==> config.mk <==
export PLATFORM = sky130hd
export DESIGN_NAME = acq_mode_sequencer_flat
export DESIGN_NICKNAME = d
export VERILOG_FILES = /design/src/rtl/acq_mode_sequencer_if.sv /design/src/rtl/acq_mode_sequencer.sv /design/src/flat_wrapper.sv
export SDC_FILE = /design/constraint.sdc
export NUM_CORES = 1
export LEC_CHECK = 0
export CORE_UTILIZATION = 35
export CTS_BUF_LIST = sky130_fd_sc_hd__clkbuf_8
export DETAILED_ROUTE_END_ITERATION = 16
export PLACE_DENSITY_LB_ADDON = 0.15
export SETUP_SLACK_MARGIN = 0.3
export SYNTH_ARGS = -nofsm -noshare
export SYNTH_HDL_FRONTEND = slang
export SYNTH_SLANG_ARGS = --single-unit
==> constraint.sdc <==
create_clock -name Clk -period 2.3 [get_ports Clk]
set_input_delay 0.575 -clock Clk [delete_from_list [all_inputs] [get_ports Clk]]
set_output_delay 0.575 -clock Clk [all_outputs]
set_load 0.01 [all_outputs]
==> src/rtl/acq_mode_sequencer_if.sv <==
// Bundle of host, engine and USB FIFO signals for acq_mode_sequencer.
// The slave modport is the sequencer's view; master is the driving side.
interface acq_mode_sequencer_if #(
  parameter int NUM_MODES  = 4,
  parameter int MODE_W     = 2,
  parameter int DATA_WIDTH = 16,
  parameter int TIMEOUT_W  = 24,
  parameter int COUNT_W    = 32
);
  logic [MODE_W-1:0]               ModeSelect;
  logic                            UsbStartStop;
  logic [TIMEOUT_W-1:0]            TimeoutMax;
  logic [NUM_MODES-1:0]            ModeStartStop;
  logic [NUM_MODES-1:0]            ModeDone;
  logic [NUM_MODES*DATA_WIDTH-1:0] ModeData;
  logic [NUM_MODES-1:0]            ModeData_en;
  logic                            UsbDataFifoFull;
  logic [DATA_WIDTH-1:0]           OutUsbFifoData;
  logic                            OutUsbFifoData_en;
  logic                            OutUsbStartStop;
  logic [MODE_W-1:0]               ActiveMode;
  logic                            Busy;
  logic                            TestDone;
  logic [2:0]                      ErrorFlags;
  logic [COUNT_W-1:0]              WordCount;

  modport slave (
    input  ModeSelect, UsbStartStop, TimeoutMax, ModeDone, ModeData, ModeData_en,
           UsbDataFifoFull,
    output ModeStartStop, OutUsbFifoData, OutUsbFifoData_en, OutUsbStartStop,
           ActiveMode, Busy, TestDone, ErrorFlags, WordCount
  );

  modport master (
    output ModeSelect, UsbStartStop, TimeoutMax, ModeDone, ModeData, ModeData_en,
           UsbDataFifoFull,
    input  ModeStartStop, OutUsbFifoData, OutUsbFifoData_en, OutUsbStartStop,
           ActiveMode, Busy, TestDone, ErrorFlags, WordCount
  );
endinterface

==> src/rtl/acq_mode_sequencer.sv <==
// Selects one of NUM_MODES test engines per run, sequences its start/stop and
// forwards its data into the USB FIFO with flush, timeout and overflow tracking.
//
// state | meaning
// IDLE  | waiting for host rising edge
// ARM   | one cycle, USB readout enabled, engine not yet started
// RUN   | active engine started, data forwarded, timeout running
// FLUSH | engine stopped, trailing data still forwarded for FLUSH_CYCLES
// DONE  | run finished, wait for host level to drop
module acq_mode_sequencer #(
  parameter int NUM_MODES    = 4,
  parameter int MODE_W       = 2,
  parameter int DATA_WIDTH   = 16,
  parameter int FLUSH_CYCLES = 16,
  parameter int TIMEOUT_W    = 24,
  parameter int COUNT_W      = 32
) (
  input logic Clk,
  input logic reset_n,
  acq_mode_sequencer_if.slave bus
);

  localparam int FLUSH_W = $clog2(FLUSH_CYCLES + 1);
  localparam logic [MODE_W:0] NUM_MODES_V = (MODE_W+1)'(NUM_MODES);

  typedef enum logic [2:0] {S_IDLE, S_ARM, S_RUN, S_FLUSH, S_DONE} state_t;

  state_t                r_state, w_state_nxt;
  logic                  r_start_q, r_start_qq;
  logic [MODE_W-1:0]     r_active;
  logic [TIMEOUT_W-1:0]  r_tmo_cnt;
  logic [FLUSH_W-1:0]    r_flush_cnt;
  logic [2:0]            r_err;
  logic [COUNT_W-1:0]    r_word_cnt;
  logic [DATA_WIDTH-1:0] r_out_data;
  logic                  r_out_en;
  logic                  r_test_done;

  logic                  w_rise, w_fall, w_sel_ok, w_timeout;
  logic                  w_en_act, w_done_act, w_stop_req;
  logic [DATA_WIDTH-1:0] w_act_data;
  logic [NUM_MODES-1:0]  w_mode_ss;
  logic                  w_usb_ss, w_busy, w_xfer;

  assign w_rise     = r_start_q & ~r_start_qq;
  assign w_fall     = ~r_start_q & r_start_qq;
  assign w_sel_ok   = {1'b0, bus.ModeSelect} < NUM_MODES_V;
  assign w_timeout  = (bus.TimeoutMax != '0) && (r_tmo_cnt == bus.TimeoutMax);
  assign w_stop_req = w_fall | w_done_act;
  assign w_xfer     = (r_state == S_RUN) || (r_state == S_FLUSH);

  // Only the latched engine is ever looked at; all other lanes are don't-care.
  always_comb begin
    w_act_data = '0;
    w_en_act   = 1'b0;
    w_done_act = 1'b0;
    for (int i = 0; i < NUM_MODES; i++) begin
      if (r_active == MODE_W'(i)) begin
        w_act_data = bus.ModeData[i*DATA_WIDTH +: DATA_WIDTH];
        w_en_act   = bus.ModeData_en[i];
        w_done_act = bus.ModeDone[i];
      end
    end
  end

  always_ff @(posedge Clk) begin
    if (!reset_n) begin
      r_state    <= S_IDLE;
      r_start_q  <= 1'b0;
      r_start_qq <= 1'b0;
    end else begin
      r_state    <= w_state_nxt;
      r_start_q  <= bus.UsbStartStop;
      r_start_qq <= r_start_q;
    end
  end

  always_comb begin
    w_state_nxt = r_state;
    w_mode_ss   = '0;
    w_usb_ss    = 1'b0;
    w_busy      = 1'b1;
    case (r_state)
      S_IDLE: begin
        w_busy = 1'b0;
        if (w_rise && w_sel_ok) w_state_nxt = S_ARM;
      end
      S_ARM: begin
        w_usb_ss    = 1'b1;
        w_state_nxt = S_RUN;
      end
      S_RUN: begin
        w_usb_ss  = 1'b1;
        w_mode_ss = NUM_MODES'(1) << r_active;
        if (w_stop_req || w_timeout) w_state_nxt = S_FLUSH;
      end
      S_FLUSH: begin
        w_usb_ss = 1'b1;
        if (r_flush_cnt == '0) w_state_nxt = S_DONE;
      end
      S_DONE: begin
        if (!r_start_q) w_state_nxt = S_IDLE;
      end
      default: w_state_nxt = S_IDLE;
    endcase
  end

  always_ff @(posedge Clk) begin
    if (!reset_n) begin
      r_active    <= '0;
      r_tmo_cnt   <= '0;
      r_flush_cnt <= '0;
      r_err       <= '0;
      r_word_cnt  <= '0;
      r_out_data  <= '0;
      r_out_en    <= 1'b0;
      r_test_done <= 1'b0;
    end else begin
      r_out_en    <= 1'b0;
      r_test_done <= (r_state == S_FLUSH) && (w_state_nxt == S_DONE);

      if (r_state == S_IDLE && w_rise) begin
        if (w_sel_ok) begin
          r_active   <= bus.ModeSelect;
          r_err      <= '0;
          r_word_cnt <= '0;
        end else begin
          r_err[0] <= 1'b1;
        end
      end

      if (r_state == S_ARM) r_tmo_cnt <= '0;

      if (r_state == S_RUN) begin
        r_tmo_cnt <= w_en_act ? '0 : r_tmo_cnt + TIMEOUT_W'(1);
        // A simultaneous stop/done wins; the timeout flag only marks a stalled run.
        if (!w_stop_req && w_timeout) r_err[2] <= 1'b1;
        if (w_state_nxt == S_FLUSH) r_flush_cnt <= FLUSH_W'(FLUSH_CYCLES - 1);
      end

      if (r_state == S_FLUSH && r_flush_cnt != '0) r_flush_cnt <= r_flush_cnt - FLUSH_W'(1);

      if (w_xfer && w_en_act) begin
        if (bus.UsbDataFifoFull) begin
          r_err[1] <= 1'b1;
        end else begin
          r_out_en   <= 1'b1;
          r_out_data <= w_act_data;
          if (r_word_cnt != '1) r_word_cnt <= r_word_cnt + COUNT_W'(1);
        end
      end
    end
  end

  assign bus.ModeStartStop     = w_mode_ss;
  assign bus.OutUsbStartStop   = w_usb_ss;
  assign bus.Busy              = w_busy;
  assign bus.OutUsbFifoData    = r_out_data;
  assign bus.OutUsbFifoData_en = r_out_en;
  assign bus.ActiveMode        = r_active;
  assign bus.TestDone          = r_test_done;
  assign bus.ErrorFlags        = r_err;
  assign bus.WordCount         = r_word_cnt;

endmodule

==> src/flat_wrapper.sv <==
// flat-port wrapper written by rule: the top's interface ports become plain ports
module acq_mode_sequencer_flat 
#(
  parameter int NUM_MODES    = 4,
  parameter int MODE_W       = 2,
  parameter int DATA_WIDTH   = 16,
  parameter int FLUSH_CYCLES = 16,
  parameter int TIMEOUT_W    = 24,
  parameter int COUNT_W      = 32
)
  (Clk, reset_n, bus_ModeSelect, bus_UsbStartStop, bus_TimeoutMax, bus_ModeDone, bus_ModeData, bus_ModeData_en, bus_UsbDataFifoFull, bus_ModeStartStop, bus_OutUsbFifoData, bus_OutUsbFifoData_en, bus_OutUsbStartStop, bus_ActiveMode, bus_Busy, bus_TestDone, bus_ErrorFlags, bus_WordCount);
  acq_mode_sequencer_if #(.NUM_MODES(NUM_MODES), .MODE_W(MODE_W), .DATA_WIDTH(DATA_WIDTH), .TIMEOUT_W(TIMEOUT_W), .COUNT_W(COUNT_W)) bus_i ();
  input logic Clk;
  input logic reset_n;
  input wire logic [$bits(bus_i.ModeSelect)-1:0] bus_ModeSelect;
  input wire logic [$bits(bus_i.UsbStartStop)-1:0] bus_UsbStartStop;
  input wire logic [$bits(bus_i.TimeoutMax)-1:0] bus_TimeoutMax;
  input wire logic [$bits(bus_i.ModeDone)-1:0] bus_ModeDone;
  input wire logic [$bits(bus_i.ModeData)-1:0] bus_ModeData;
  input wire logic [$bits(bus_i.ModeData_en)-1:0] bus_ModeData_en;
  input wire logic [$bits(bus_i.UsbDataFifoFull)-1:0] bus_UsbDataFifoFull;
  output wire logic [$bits(bus_i.ModeStartStop)-1:0] bus_ModeStartStop;
  output wire logic [$bits(bus_i.OutUsbFifoData)-1:0] bus_OutUsbFifoData;
  output wire logic [$bits(bus_i.OutUsbFifoData_en)-1:0] bus_OutUsbFifoData_en;
  output wire logic [$bits(bus_i.OutUsbStartStop)-1:0] bus_OutUsbStartStop;
  output wire logic [$bits(bus_i.ActiveMode)-1:0] bus_ActiveMode;
  output wire logic [$bits(bus_i.Busy)-1:0] bus_Busy;
  output wire logic [$bits(bus_i.TestDone)-1:0] bus_TestDone;
  output wire logic [$bits(bus_i.ErrorFlags)-1:0] bus_ErrorFlags;
  output wire logic [$bits(bus_i.WordCount)-1:0] bus_WordCount;
  assign bus_i.ModeSelect = bus_ModeSelect;
  assign bus_i.UsbStartStop = bus_UsbStartStop;
  assign bus_i.TimeoutMax = bus_TimeoutMax;
  assign bus_i.ModeDone = bus_ModeDone;
  assign bus_i.ModeData = bus_ModeData;
  assign bus_i.ModeData_en = bus_ModeData_en;
  assign bus_i.UsbDataFifoFull = bus_UsbDataFifoFull;
  assign bus_ModeStartStop = bus_i.ModeStartStop;
  assign bus_OutUsbFifoData = bus_i.OutUsbFifoData;
  assign bus_OutUsbFifoData_en = bus_i.OutUsbFifoData_en;
  assign bus_OutUsbStartStop = bus_i.OutUsbStartStop;
  assign bus_ActiveMode = bus_i.ActiveMode;
  assign bus_Busy = bus_i.Busy;
  assign bus_TestDone = bus_i.TestDone;
  assign bus_ErrorFlags = bus_i.ErrorFlags;
  assign bus_WordCount = bus_i.WordCount;
  acq_mode_sequencer #(.NUM_MODES(NUM_MODES), .MODE_W(MODE_W), .DATA_WIDTH(DATA_WIDTH), .FLUSH_CYCLES(FLUSH_CYCLES), .TIMEOUT_W(TIMEOUT_W), .COUNT_W(COUNT_W)) u_core (.Clk(Clk), .reset_n(reset_n), .bus(bus_i));
endmodule
==> flow_metrics.tcl <==
set metrics [dict create \
    hold_path_class "register to register" \
    p_seq_share_pct 46.5 \
    insertion_delay_ns 0.37 \
    clock-sinks 88 \
    combPwrFrac_pct 18.7 \
    initial_core_util_pct 35.85 \
    wire_per_inst_um 16.49 \
    internal_power_uw 2514 \
    tns_ns 0 \
    ant_nets 0 \
    drive_gt1_share_pct 25.70 \
    setup_viol 0 \
    met3_length_um 814 \
    n_antenna_cell 0 \
    path_cells "clkdlybuf4s15_1 > mux4_2 > buf_12 > buf_8 > nor2_4 > buf_6 > and3_4 > a31oi_4 > a311oi_2" \
    drt-pass1-iter-count 5 \
    synth_cell_types 60 \
    criticalPathCategory "input pin to register" \
    min_period_ns 2.043 \
    critPathArrivalTime_ns 2.33 \
    pin_count 163 \
    grt-ovfl-total 0 \
    yosysSeqAreaShare_pct 35.40 \
    antenna_found_initial 0 \
    wl_um 16510 \
    die_x_um 121.2 \
    num_vias 5551 \
    rr_worst_depth 8 \
    drtIter0Drc 350 \
    nNetsFinal 921 \
    rsz0062_at_grt "yes" \
    cts-root-buf "clkbuf_8" \
    cts_inserted_buffers 9 \
    core_um2 13880 \
    via_per_inst 5.545 \
    cts_hold_buffers 0 \
    portBuffers 161 \
    total_power_uw 3334 \
    drcViolationCount 0 \
    syn_nets 698 \
    status "completed" \
    wl_met2_um 8305 \
    async_flop_share_pct 0 \
    ys.flop_type "dfxtp_1" \
    yosysTopAreaCell "dfxtp_1" \
    cts_tree "built" \
    netlist_area_um2 4976 \
    placedCellCount 961 \
    synth-edff-count 0 \
    routabilityCongestion 0.9129 \
    synth.avg_cell_area_um2 8.391 \
    worstPathRequired_ns 2.58 \
    critical-path-max-stage-delay_ns 0.55 \
    cp-start-kind "input pin" \
    synth_seq_cells 88 \
    dp_hpwl_um 12190 \
    hold_viol 0 \
    powerDensity_nw_per_um2 414.0 \
    rrSetupSlack_ns 0.26 \
    grt_max_degree 51 \
    p_leak_uw 0.003032 \
    grt_pass1_wl_um 25660 \
    grt_usage_pct 22.05 \
    dr.max_layer_used "met4" \
    cp_slowest_cell "mux4_2" \
    yosysWarnings 0 \
    worstSetupPathDepth 9 \
    maxCapViolCount 0 \
    drt-met1-wl_um 7057 \
    cts.clk_slew.worst_paths_ns 0.09 \
    die_area_um2 14700 \
    fp.dieH_um 121.2 \
    cts_buffer_depth 2 \
    crit_family "buffers and inverters" \
    synthTopCellsByCount "dfxtp_1 (88), nand2_1 (74), a21oi_1 (51), nor2_1 (30)" \
    end_kind "register" \
    timing.fmax_mhz 489.5 \
    min_path_cells 2 \
    ctsHtreeMaxLevel 3 \
    post-route-period-util_pct 88.82 \
    clock_power_share_pct 34.8 \
    stdcell_count 1001 \
    worst-path-max-fanout 6 \
    skew_ns 0.01281 \
    synth_top_area_share_pct 35.40 \
    crit_buf_inv 4 \
    slew_viol_final 0 \
    syn_to_final_growth_pct 61.81 \
    ir_drop_uv 340.6 \
    grt_pass1_vias 5252 \
    switching_power_uw 820.0 \
    synthTopCellsByArea "dfxtp_1 (35%), mux4_2 (8.1%), nand2_1 (5.6%)" \
    yosysMostFrequentCell "dfxtp_1" \
    syn_inst 593 \
    swShare_pct 24.60 \
    rows 43 \
]
-- stage by stage --
step	setup WS, ns	hold WS (ns)	utilization [%]	instance area (µm²)
final	0.2570	0.4577	58.00	8051
after global routing	0.2073	0.4824	58.00	8051
after CTS	0.2079	0.4608	55.39	7689
after detailed placement	-0.4155	0.4469	51.94	7209
after global placement	-0.3488	0.4422	51.94	7209
after floorplan	0.1876	0.4452	-	4995
-- cell type report --
class / instances / area (µm²)
fill: 1253 / 5829
multi-input combinational: 455 / 3331
timing repair buffer: 248 / 2417
sequential: 88 / 1808
tap: 180 / 225.2
clock buffer: 13 / 178.9
inverter: 14 / 52.55
clock inverter: 3 / 38.79
-- repair_timing --
action | 4_1_cts | 5_1_grt
pin swaps | 23 | 40
resized for setup | 80 | 87
buffers inserted | 12 | 11
cloned | 1 | 0
setup endpoints to repair | 85 | 77
-- registers in the layout, indices dropped and copies added (netlist names) --
signal and flops:
u_core.r_start_qq 1, u_core.bus.ErrorFlags 2, u_core.bus.TestDone 1, u_core.bus.OutUsbFifoData_en 1, u_core.r_flush_cnt 5, u_core.r_start_q 1, u_core.r_tmo_cnt 24, u_core.r_state 3
u_core.bus.ActiveMode 2, u_core.bus.WordCount 32, u_core.bus.OutUsbFifoData 16
-- worst register-to-register path: stages (launching register included) --
cell      delay [ns]
dfxtp_4         0.36
mux4_2          0.59
buf_12          0.17
buf_8           0.12
nor2_4          0.07
buf_6           0.13
and3_4          0.21
a31oi_4         0.08
a311oi_2        0.24
-- layout by cell type (no fill, tap or decap), types with 21 or more instances in the layout --
cell type / count
o21ai_0: 23
xor2_1: 27
a21oi_1: 47
nand2_1: 71
nor2_1: 28
nand3_1: 25
dfxtp_1: 65
or3_1: 21
buf_4: 70
clkdlybuf4s50_1: 127
-- kinds of logic (layout without fill, tap and decap cells) --
kind of cell	Yosys count	count (layout)	synth area share [%]
AOI/OAI and AO/OA	142	143	18.10
xor gates and xnor gates	28	28	4.928
adders and majority gates	3	3	0.7544
buffers and inverters	51	278	4.451
DFF	88	88	35.40
muxes	23	23	9.178
other	1	1	0.07536
and+or+nand+nor	257	257	27.11
-- power groups by stage --
stage | clock network (µW) | registers, µW | logic, µW
after CTS | 1180 | 1550 | 605
final | 1160 | 1550 | 624
after detailed placement | 0 | 1590 | 570
after global routing | 1260 | 1550 | 667
after global placement | 0 | 1590 | 560
after floorplan | 0 | 1590 | 224
-- final timing paths --
path                                                    from                           end
worst min register to register  u_core.bus.OutUsbFifoData[4]  u_core.bus.OutUsbFifoData[4]
worst min-delay path            u_core.bus.OutUsbFifoData[4]  u_core.bus.OutUsbFifoData[4]
worst max register to register      u_core.bus.ActiveMode[0]          u_core.r_tmo_cnt[13]
worst max-delay path                      bus_ModeData_en[0]          u_core.r_tmo_cnt[13]
-- layer usage --
metal	vias to the layer above	GRT usage, %
li1	2695	-
met1	2650	27.78
met2	177	37.54
met3	29	4.229
met4	0	7.485
met5	-	0
No activity file was read; power rests on OpenSTA's default activity.
